File: config.mk
export PLATFORM = sky130hd
export DESIGN_NAME = riscv_hazard_ctrl_flat
export DESIGN_NICKNAME = d
export VERILOG_FILES = /design/src/rtl/riscv_hazard_ctrl_pkg.sv /design/src/rtl/riscv_hazard_ctrl_if.sv /design/src/rtl/riscv_hazard_ctrl_fwd_sel.sv /design/src/rtl/riscv_hazard_ctrl.sv /design/src/flat_wrapper.sv
export SDC_FILE = /design/constraint.sdc
export NUM_CORES = 1
export LEC_CHECK = 0
export BUFFER_PORTS_ARGS = -buffer_cell sky130_fd_sc_hd__buf_2
export CORE_ASPECT_RATIO = 1.2
export CORE_MARGIN = 2
export CORE_UTILIZATION = 49
export CTS_CLUSTER_DIAMETER = 120
export DETAILED_ROUTE_END_ITERATION = 8
export GPL_TIMING_DRIVEN = 0
export PLACE_DENSITY = 0.75
export SLEW_MARGIN = 25
export SYNTH_ARGS = -nofsm -noshare
export SYNTH_HDL_FRONTEND = slang
export SYNTH_HIERARCHICAL = 1
export SYNTH_SLANG_ARGS = --single-unit
File: constraint.sdc
create_clock -name clk -period 3.5 [get_ports clk]
set_input_delay 0.7 -clock clk [delete_from_list [all_inputs] [get_ports clk]]
set_output_delay 0.7 -clock clk [all_outputs]
set_load 0.05 [all_outputs]
File: src/rtl/riscv_hazard_ctrl_pkg.sv
// Shared types and encodings for the pipeline hazard controller.
package riscv_hazard_ctrl_pkg;

   typedef logic [4:0] reg_addr_t;

   // Operand source encodings for the decode-stage forwarding muxes.
   typedef enum logic [1:0] {
      FWD_REG = 2'b00,
      FWD_EX  = 2'b01,
      FWD_MEM = 2'b10,
      FWD_WB  = 2'b11
   } fwd_sel_e;

   // Controller states; FREEZE remembers which of RUN/FLUSH to resume.
   typedef enum logic [1:0] {
      ST_RUN    = 2'b00,
      ST_FLUSH  = 2'b01,
      ST_FREEZE = 2'b10
   } hz_state_e;

   // One in-flight instruction as seen by the hazard tracker.
   typedef struct packed {
      logic      valid;
      reg_addr_t rd;
      logic      we;
      logic      re;
   } trk_entry_t;

   localparam trk_entry_t TRK_EMPTY = '0;

   // True when entry e produces the register that the ID instruction reads.
   function automatic logic trk_hit(trk_entry_t e, reg_addr_t rs, logic rs_re);
      return e.valid & e.we & (e.rd == rs) & (rs != 5'd0) & rs_re;
   endfunction

endpackage

File: src/rtl/riscv_hazard_ctrl_if.sv
// Decode-side control bundle between the hazard controller and the pipeline.
interface riscv_hazard_ctrl_if;

   logic       id_valid_i;
   logic [4:0] id_rs1_idx_i;
   logic [4:0] id_rs2_idx_i;
   logic       id_rs_re_i;
   logic [4:0] id_rd_idx_i;
   logic       id_rd_we_i;
   logic       id_data_re_i;
   logic       ex_br_taken_i;
   logic       mem_busy_i;
   logic       stall_if_o;
   logic       stall_id_o;
   logic       bubble_ex_o;
   logic       flush_id_o;
   logic       freeze_o;
   logic [1:0] fwd_a_sel_o;
   logic [1:0] fwd_b_sel_o;

   // Pipeline side: drives decode information, consumes hazard controls.
   modport master (
      output id_valid_i, id_rs1_idx_i, id_rs2_idx_i, id_rs_re_i,
      output id_rd_idx_i, id_rd_we_i, id_data_re_i, ex_br_taken_i, mem_busy_i,
      input  stall_if_o, stall_id_o, bubble_ex_o, flush_id_o, freeze_o,
      input  fwd_a_sel_o, fwd_b_sel_o
   );

   // Hazard controller side.
   modport slave (
      input  id_valid_i, id_rs1_idx_i, id_rs2_idx_i, id_rs_re_i,
      input  id_rd_idx_i, id_rd_we_i, id_data_re_i, ex_br_taken_i, mem_busy_i,
      output stall_if_o, stall_id_o, bubble_ex_o, flush_id_o, freeze_o,
      output fwd_a_sel_o, fwd_b_sel_o
   );

endinterface

File: src/rtl/riscv_hazard_ctrl_fwd_sel.sv
// Forwarding select for one decode operand: youngest matching producer wins.
module riscv_fwd_sel
   import riscv_hazard_ctrl_pkg::*;
(
   input  reg_addr_t  i_rs_idx,
   input  logic       i_rs_re,
   input  trk_entry_t i_ex,
   input  trk_entry_t i_mem,
   input  trk_entry_t i_wb,
   output fwd_sel_e   o_sel,
   output logic       o_ex_load_hit
);

   logic w_hit_ex;
   logic w_hit_mem;
   logic w_hit_wb;

   // Priority EX > MEM > WB; flag an EX hit on a load for the load-use stall.
   always_comb begin
      w_hit_ex      = trk_hit(i_ex,  i_rs_idx, i_rs_re);
      w_hit_mem     = trk_hit(i_mem, i_rs_idx, i_rs_re);
      w_hit_wb      = trk_hit(i_wb,  i_rs_idx, i_rs_re);
      o_ex_load_hit = w_hit_ex & i_ex.re;
      if (w_hit_ex)       o_sel = FWD_EX;
      else if (w_hit_mem) o_sel = FWD_MEM;
      else if (w_hit_wb)  o_sel = FWD_WB;
      else                o_sel = FWD_REG;
   end

endmodule

File: src/rtl/riscv_hazard_ctrl.sv
// Pipeline hazard controller: tracks rd of EX/MEM/WB, drives forwarding,
// load-use stall, post-branch IF/ID flush and memory-busy freeze.
module riscv_hazard_ctrl
   import riscv_hazard_ctrl_pkg::*;
#(
   parameter int unsigned FLUSH_CYCLES = 2
)(
   input  logic                 clk,
   input  logic                 rst_n,
   riscv_hazard_ctrl_if.slave   hz
);

   localparam logic [1:0] CNT_LOAD = 2'(FLUSH_CYCLES - 1);

   trk_entry_t r_ex, r_mem, r_wb;
   hz_state_e  r_state, r_saved_state;
   logic [1:0] r_cnt;

   hz_state_e  w_next_state, w_next_saved, w_eff_state;
   logic [1:0] w_next_cnt;
   fwd_sel_e   w_sel_a, w_sel_b;
   logic       w_ex_ld_a, w_ex_ld_b;
   logic       w_load_use, w_flush_active, w_issue;

   riscv_fwd_sel u_fwd_a (
      .i_rs_idx      (hz.id_rs1_idx_i),
      .i_rs_re       (hz.id_rs_re_i),
      .i_ex          (r_ex),
      .i_mem         (r_mem),
      .i_wb          (r_wb),
      .o_sel         (w_sel_a),
      .o_ex_load_hit (w_ex_ld_a)
   );

   riscv_fwd_sel u_fwd_b (
      .i_rs_idx      (hz.id_rs2_idx_i),
      .i_rs_re       (hz.id_rs_re_i),
      .i_ex          (r_ex),
      .i_mem         (r_mem),
      .i_wb          (r_wb),
      .o_sel         (w_sel_b),
      .o_ex_load_hit (w_ex_ld_b)
   );

   // Hazard qualifiers; leaving FREEZE behaves as the saved state in the same
   // cycle so a freeze costs exactly the busy cycles.
   always_comb begin
      w_eff_state    = (r_state == ST_FREEZE) ? r_saved_state : r_state;
      w_load_use     = hz.id_valid_i & (w_ex_ld_a | w_ex_ld_b);
      w_flush_active = hz.ex_br_taken_i | (w_eff_state == ST_FLUSH);
      w_issue        = hz.id_valid_i & ~w_load_use & ~w_flush_active;
   end

   // Tracker shift: WB<=MEM<=EX<=ID, held while memory is busy.
   always_ff @(posedge clk or negedge rst_n) begin
      if (!rst_n) begin
         r_ex  <= TRK_EMPTY;
         r_mem <= TRK_EMPTY;
         r_wb  <= TRK_EMPTY;
      end else if (!hz.mem_busy_i) begin
         r_wb  <= r_mem;
         r_mem <= r_ex;
         r_ex  <= w_issue ? '{valid: 1'b1, rd: hz.id_rd_idx_i,
                              we: hz.id_rd_we_i, re: hz.id_data_re_i}
                          : TRK_EMPTY;
      end
   end

   // FSM state, saved state and flush counter registers.
   always_ff @(posedge clk or negedge rst_n) begin
      if (!rst_n) begin
         r_state       <= ST_RUN;
         r_saved_state <= ST_RUN;
         r_cnt         <= '0;
      end else begin
         r_state       <= w_next_state;
         r_saved_state <= w_next_saved;
         r_cnt         <= w_next_cnt;
      end
   end

   // Next state: busy > taken branch > flush countdown.
   always_comb begin
      w_next_state = r_state;
      w_next_saved = r_saved_state;
      w_next_cnt   = r_cnt;
      if (hz.mem_busy_i) begin
         w_next_state = ST_FREEZE;
         w_next_saved = w_eff_state;
      end else if (hz.ex_br_taken_i) begin
         w_next_cnt   = CNT_LOAD;
         w_next_state = (CNT_LOAD != 2'd0) ? ST_FLUSH : ST_RUN;
      end else if (w_eff_state == ST_FLUSH) begin
         w_next_cnt   = r_cnt - 2'd1;
         w_next_state = (r_cnt <= 2'd1) ? ST_RUN : ST_FLUSH;
      end else begin
         w_next_state = ST_RUN;
      end
   end

   // Control outputs; forced low while reset is asserted.
   always_comb begin
      hz.stall_if_o  = 1'b0;
      hz.stall_id_o  = 1'b0;
      hz.bubble_ex_o = 1'b0;
      hz.flush_id_o  = 1'b0;
      hz.freeze_o    = 1'b0;
      hz.fwd_a_sel_o = rst_n ? w_sel_a : FWD_REG;
      hz.fwd_b_sel_o = rst_n ? w_sel_b : FWD_REG;
      if (rst_n) begin
         if (hz.mem_busy_i) begin
            hz.freeze_o = 1'b1;
         end else if (w_flush_active) begin
            hz.flush_id_o  = 1'b1;
            hz.bubble_ex_o = 1'b1;
         end else if (w_load_use) begin
            hz.stall_if_o  = 1'b1;
            hz.stall_id_o  = 1'b1;
            hz.bubble_ex_o = 1'b1;
         end
      end
   end

endmodule

File: src/flat_wrapper.sv
// flat-port wrapper written by rule: the top's interface ports become plain ports
module riscv_hazard_ctrl_flat import riscv_hazard_ctrl_pkg::*;
#(
   parameter int unsigned FLUSH_CYCLES = 2
)
  (clk, rst_n, hz_id_valid_i, hz_id_rs1_idx_i, hz_id_rs2_idx_i, hz_id_rs_re_i, hz_id_rd_idx_i, hz_id_rd_we_i, hz_id_data_re_i, hz_ex_br_taken_i, hz_mem_busy_i, hz_stall_if_o, hz_stall_id_o, hz_bubble_ex_o, hz_flush_id_o, hz_freeze_o, hz_fwd_a_sel_o, hz_fwd_b_sel_o);
  riscv_hazard_ctrl_if hz_i ();
  input  logic clk;
  input  logic rst_n;
  input wire logic [$bits(hz_i.id_valid_i)-1:0] hz_id_valid_i;
  input wire logic [$bits(hz_i.id_rs1_idx_i)-1:0] hz_id_rs1_idx_i;
  input wire logic [$bits(hz_i.id_rs2_idx_i)-1:0] hz_id_rs2_idx_i;
  input wire logic [$bits(hz_i.id_rs_re_i)-1:0] hz_id_rs_re_i;
  input wire logic [$bits(hz_i.id_rd_idx_i)-1:0] hz_id_rd_idx_i;
  input wire logic [$bits(hz_i.id_rd_we_i)-1:0] hz_id_rd_we_i;
  input wire logic [$bits(hz_i.id_data_re_i)-1:0] hz_id_data_re_i;
  input wire logic [$bits(hz_i.ex_br_taken_i)-1:0] hz_ex_br_taken_i;
  input wire logic [$bits(hz_i.mem_busy_i)-1:0] hz_mem_busy_i;
  output wire logic [$bits(hz_i.stall_if_o)-1:0] hz_stall_if_o;
  output wire logic [$bits(hz_i.stall_id_o)-1:0] hz_stall_id_o;
  output wire logic [$bits(hz_i.bubble_ex_o)-1:0] hz_bubble_ex_o;
  output wire logic [$bits(hz_i.flush_id_o)-1:0] hz_flush_id_o;
  output wire logic [$bits(hz_i.freeze_o)-1:0] hz_freeze_o;
  output wire logic [$bits(hz_i.fwd_a_sel_o)-1:0] hz_fwd_a_sel_o;
  output wire logic [$bits(hz_i.fwd_b_sel_o)-1:0] hz_fwd_b_sel_o;
  assign hz_i.id_valid_i = hz_id_valid_i;
  assign hz_i.id_rs1_idx_i = hz_id_rs1_idx_i;
  assign hz_i.id_rs2_idx_i = hz_id_rs2_idx_i;
  assign hz_i.id_rs_re_i = hz_id_rs_re_i;
  assign hz_i.id_rd_idx_i = hz_id_rd_idx_i;
  assign hz_i.id_rd_we_i = hz_id_rd_we_i;
  assign hz_i.id_data_re_i = hz_id_data_re_i;
  assign hz_i.ex_br_taken_i = hz_ex_br_taken_i;
  assign hz_i.mem_busy_i = hz_mem_busy_i;
  assign hz_stall_if_o = hz_i.stall_if_o;
  assign hz_stall_id_o = hz_i.stall_id_o;
  assign hz_bubble_ex_o = hz_i.bubble_ex_o;
  assign hz_flush_id_o = hz_i.flush_id_o;
  assign hz_freeze_o = hz_i.freeze_o;
  assign hz_fwd_a_sel_o = hz_i.fwd_a_sel_o;
  assign hz_fwd_b_sel_o = hz_i.fwd_b_sel_o;
  riscv_hazard_ctrl #(.FLUSH_CYCLES(FLUSH_CYCLES)) u_core (.clk(clk), .rst_n(rst_n), .hz(hz_i));
endmodule
## Yosys cells after proc, flatten, opt, wreduce, memory -nomap -nowiden

Index checks and enable logic that the tools add are counted.

- Register bits: 28
- Output and inout bits: 9
- Word-level logic and storage cells: 86
- Bits of input ports: 23

- $lt $le $gt $ge: 1
- Mux-type cells: 28
- Bitwise operators: 31
- Equal/unequal tests: 8
- Reduce and logical (&&, ||, !) cells: 4
- Add/sub/neg operators: 1

Operators with widths:

| kind | count |
|---|---|
| 5-bit == test | 6 |
| 2-bit two-way mux | 14 |
| 1-bit AND | 26 |
| 1-bit two-way mux | 13 |
| 5-bit nonzero test | 2 |
| 8-bit two-way mux | 1 |
| 1-bit NOT | 3 |
| 2-bit by 1-bit == test with 1-bit output (second input constant) | 1 |
| 2-bit == test (second input constant) | 1 |
| 2-bit by 1-bit less-or-equal comparator with 1-bit output (second input constant) | 1 |
| 1-bit OR | 2 |
| 2-bit AND reduction | 1 |
| 2-bit nonzero test | 1 |
| 2-bit by 1-bit subtractor with 2-bit output (second input constant) | 1 |

## Logic depth before layout (Yosys ltp)

- Word-level depth: 11
- Depth in mapped cells: 7
- Mapped depth without buffers: 7

## Modules after synthesis

The synthesis kept the hierarchy.

Modules (own cells, without submodules):

| module | area each (um2) | instances | seq. area each (um2) | cells an instance |
|---|---|---|---|---|
| riscv_hazard_ctrl | 1,302.5 | 1 | 750.7 | 109 |
| riscv_fwd_sel | 227.7 | 2 | 0.0 | 30 |

## Worst setup path before layout

OpenSTA, ideal clock, no wires.

- Path kind: input to output
- Start: in hz_id_rs2_idx_i[3]
- End: out hz_stall_if_o
- Buffers on the path: 1
- Stages: 7
- Data required time: 2.800 ns
- Data arrival time: 2.499 ns
- Path slack: 0.301 ns
- Path through: or4_1 o21ai_2 nor3_1 and2_1 nor2_1 nor4b_4 buf_4

- Longest elaborated chain between the ends: 11
- Elaborated cells between the ends (all ways): 12
- Those cells by class: 1 x eq/ne; 4 x mux; 6 x bitwise; 1 x reduce/logical

RTL lines:

| element | RTL line | text |
|---|---|---|
| start, declared | flat_wrapper.sv:12 | `input wire logic [$bits(hz_i.id_rs2_idx_i)-1:0] hz_id_rs2_idx_i;` |
| 5-bit == test | riscv_hazard_ctrl_pkg.sv:33 | `return e.valid & e.we & (e.rd == rs) & (rs != 5'd0) & rs_re;` |
| 1-bit AND | riscv_hazard_ctrl_pkg.sv:33 |  |
| 1-bit AND (*) (2 in series) | riscv_hazard_ctrl_pkg.sv:33 |  |
| 1-bit AND (*) | riscv_hazard_ctrl_fwd_sel.sv:23 | `o_ex_load_hit = w_hit_ex & i_ex.re;` |
| named net u_core.w_ex_ld_b | riscv_hazard_ctrl.sv:22 | `logic w_ex_ld_a, w_ex_ld_b;` |
| 1-bit OR (*) | riscv_hazard_ctrl.sv:49 | `w_load_use = hz.id_valid_i & (w_ex_ld_a \| w_ex_ld_b);` |
| 1-bit AND (*) | riscv_hazard_ctrl.sv:49 |  |
| 1-bit two-way mux (*) (4 in series) | - |  |
| end, declared | flat_wrapper.sv:19 | `output wire logic [$bits(hz_i.stall_if_o)-1:0] hz_stall_if_o;` |

The timed path passes the listed nets; every way through them passes the cells marked *.

## Worst setup path in the final report

- Start: in hz_id_rs2_idx_i[3]
- End: out hz_stall_if_o

- Longest elaborated chain between the ends: 11
- Elaborated cells between the ends (all ways): 12
- Those cells by class: 1 x eq/ne; 4 x mux; 6 x bitwise; 1 x reduce/logical

RTL lines:

| element | RTL line | text |
|---|---|---|
| 5-bit == test | riscv_hazard_ctrl_pkg.sv:33 |  |
| 1-bit AND | riscv_hazard_ctrl_pkg.sv:33 |  |
| 1-bit AND (*) (2 in series) | riscv_hazard_ctrl_pkg.sv:33 |  |
| 1-bit AND (*) | riscv_hazard_ctrl_fwd_sel.sv:23 |  |
| named net u_core.w_ex_ld_b | riscv_hazard_ctrl.sv:22 |  |
| 1-bit OR (*) | riscv_hazard_ctrl.sv:49 |  |
| 1-bit AND (*) | riscv_hazard_ctrl.sv:49 |  |
| 1-bit two-way mux (*) | riscv_hazard_ctrl.sv:116 | `end else if (w_load_use) begin` |
| 1-bit two-way mux (*) | riscv_hazard_ctrl.sv:113 | `end else if (w_flush_active) begin` |
| 1-bit two-way mux (*) | riscv_hazard_ctrl.sv:111 | `if (hz.mem_busy_i) begin` |
| 1-bit two-way mux (*) | riscv_hazard_ctrl.sv:110 | `if (rst_n) begin` |

Marks and branches as above.

==> flow_summary.yaml <==
floorplan:
  core_mm2: 0.00331
  io-pin-count: 32
  die_area_mm2: 0.00393
  initial_core_util_pct: 50.9
  die_x_um: 57.5
  fp.dieH_um: 68.2
  num_rows: 23
setup_path:
  end_kind: "output port"
  crit_fanout: 9
  r2r-start: "u_core/r_ex[3]"
  path_class: "primary input to output port"
  cp-start-kind: "primary input"
  reg2reg_depth: 7
  r2r_end: "u_core/r_ex[1]"
  slowest_delay_ps: 530
  critPathArrivalTime_ps: 2710
  path_cells: "buf_2 > or4_1 > o21ai_2 > nor3_1 > and2_1 > nor2_2 > nor4b_4 > buf_4 > buf_2"
  critical_path_required_ps: 2800
  cpMaxStageDelayCell: "or4_1"
  reg2reg_slack_ps: 1690
  path_common_cell: "buf_2"
placement:
  dp_hpwl_um: 2900
  portBuffers: 30
  place_area_mm2: 0.00188
  gp_congestion: 0.785
  dpl.cell_count: 232
route:
  drtAntennaViolNets: 0
  drc_errors: 0
  dr.pass1.iters: 4
  highest_layer: "met4"
  num_vias: 1365
  met3_length_um: 166
  avgViaCountPerCell: 5.78
  wl_met2_um: 1940
  drtIter0Drc: 53
  drt-total-wl_um: 3780
  drt-met1-wl_um: 1620
  wl_per_cell_um: 16.0
final_layout:
  drive_gt1_share_pct: 30.2
  stdcell_count: 236
  multiInputGateArea_um2: 928
  antenna_cells: 0
  final_area_mm2: 0.00194
  seq_area_um2: 701
  n_fill_cell: 289
  areaGrowthSynthToFinish_pct: 15.1
  nets: 224
cts:
  htreeDepth: 1
  cts_tree: "done"
  hold_buffers: 0
  post_cts_buffers: 0
  clock_sinks: 28
  insertion_delay_ps: 280
  cts-root-buf: "clkbuf_8"
  cts_buffers: 3
  cts_buffer_depth: 2
  clk_pin_slew_ps: 90
power:
  leakage_nw: 0.877
  peakVddDrop_uv: 341
  total_power_mw: 0.741
  pwr_density_cell_mw_per_mm2: 382
timing:
  drv_slew: 0
  worst_pin_slew_ps: 687
  fin_skew_ps: 1.80
  max-slew-margin-rel_pct: 54.2
  rsz0062_at_grt: "no"
  setup_viol: 0
  period_share_pct: 97.3
  hold_ws_ps: 445
  hold_viol: 0
  timing.fmax_mhz: 294
  period_minus_slack_ps: 3410
global_route:
  grt_max_degree: 35
  grt_pass1_wl_um: 6200
  grt_pass1_vias: 1368
  overflow: 0
  grt_use_total_pct: 20.8
  antenna_found_initial: 0
yosys:
  syn_avg_cell_area_um2: 10.2
  synth_area_mm2: 0.00169
  ys_warn_count: 6
  syn_nets: 189
  netlist_instances: 165
outcome:
  status: "complete, no violations"
hold_path:
  holdCritPathClass: "primary input to async pin"
flow_run:
  maxCapViolCount: 0
[cell usage in the layout, fill, tap and decap left out, types with 3 or more instances in the layout]
cell type / n
nor2_1: 3
nand4_1: 6
a21oi_1: 4
dfrtp_1: 28
nor3_1: 5
and2_1: 7
xnor2_1: 28
nand2_1: 15
clkbuf_8: 4
mux2_2: 14
o31ai_1: 9
inv_1: 5
nand3_1: 11
buf_2: 32
[through the flow]
step	util, %	TNS [ps]	setup slack, ps
3_5_place_dp	56.9	-65.2	-65.2
5_1_grt	58.6	0	18.9
2_1_floorplan	-	0	301
3_3_place_gp	56.9	0	9.96
4_1_cts	58.6	0	109
6_report	58.6	0	93.0
[worst max-delay path, delay by kind of cell]
family	cells	cell delay (ps)
buffers and inverters	3	480
AO/OA/AOI/OAI	1	210
AND/OR/NAND/NOR	5	1310
[routing by layer]
| layer | up-vias | track usage, % |
|---|---|---|
| li1 | 651 | - |
| met1 | 672 | 25.2 |
| met2 | 37 | 36.6 |
| met3 | 5 | 3.02 |
| met4 | 0 | 9.01 |
| met5 | - | 0 |
[timing repair]
item / in CTS / in global routing
hold endpoints to repair: 0 / 0
resized for setup: 1 / 0
endpoints found under the setup margin: 1 / 0
[power breakdown]
part / total, mW / switching (mW) / leakage (nW) / internal [mW]
Sequential: 0.385 / 0.0314 / 0.372 / 0.354
Combinational: 0.155 / 0.0801 / 0.477 / 0.0748
Clock: 0.201 / 0.100 / 0.0288 / 0.101
Total: 0.741 / 0.212 / 0.877 / 0.529
[layout make-up]
cell class | instances | share of cell area (%)
flip-flops and latches | 28 | 36.1
well taps | 37 | 2.39
inverters | 5 | 0.968
multi-input cells | 125 | 47.9
clock buffers | 4 | 2.84
repair buffers | 30 | 7.74
plain buffers | 7 | 2.06
[flip-flops by register name, summed over array words and instances, names as in the netlist]
register and cells:
u_core/r_mem 7, u_core/r_cnt 2, u_core/r_wb 7, u_core/r_ex 8
u_core/r_saved_state 2, u_core/r_state 2
[worst max-delay path by stage]
stage	from	to	depth (start not counted)
after floorplan	hz_id_rs2_idx_i[3]	hz_stall_if_o	7
after global placement	hz_id_rs2_idx_i[3]	hz_stall_if_o	9
after detailed placement	hz_id_rs2_idx_i[3]	hz_stall_if_o	9
after CTS	hz_id_rs2_idx_i[3]	hz_stall_if_o	9
after global routing	hz_id_rs1_idx_i[3]	hz_stall_if_o	9
final	hz_id_rs2_idx_i[3]	hz_stall_if_o	9
No activity file was read; power rests on OpenSTA's default activity.
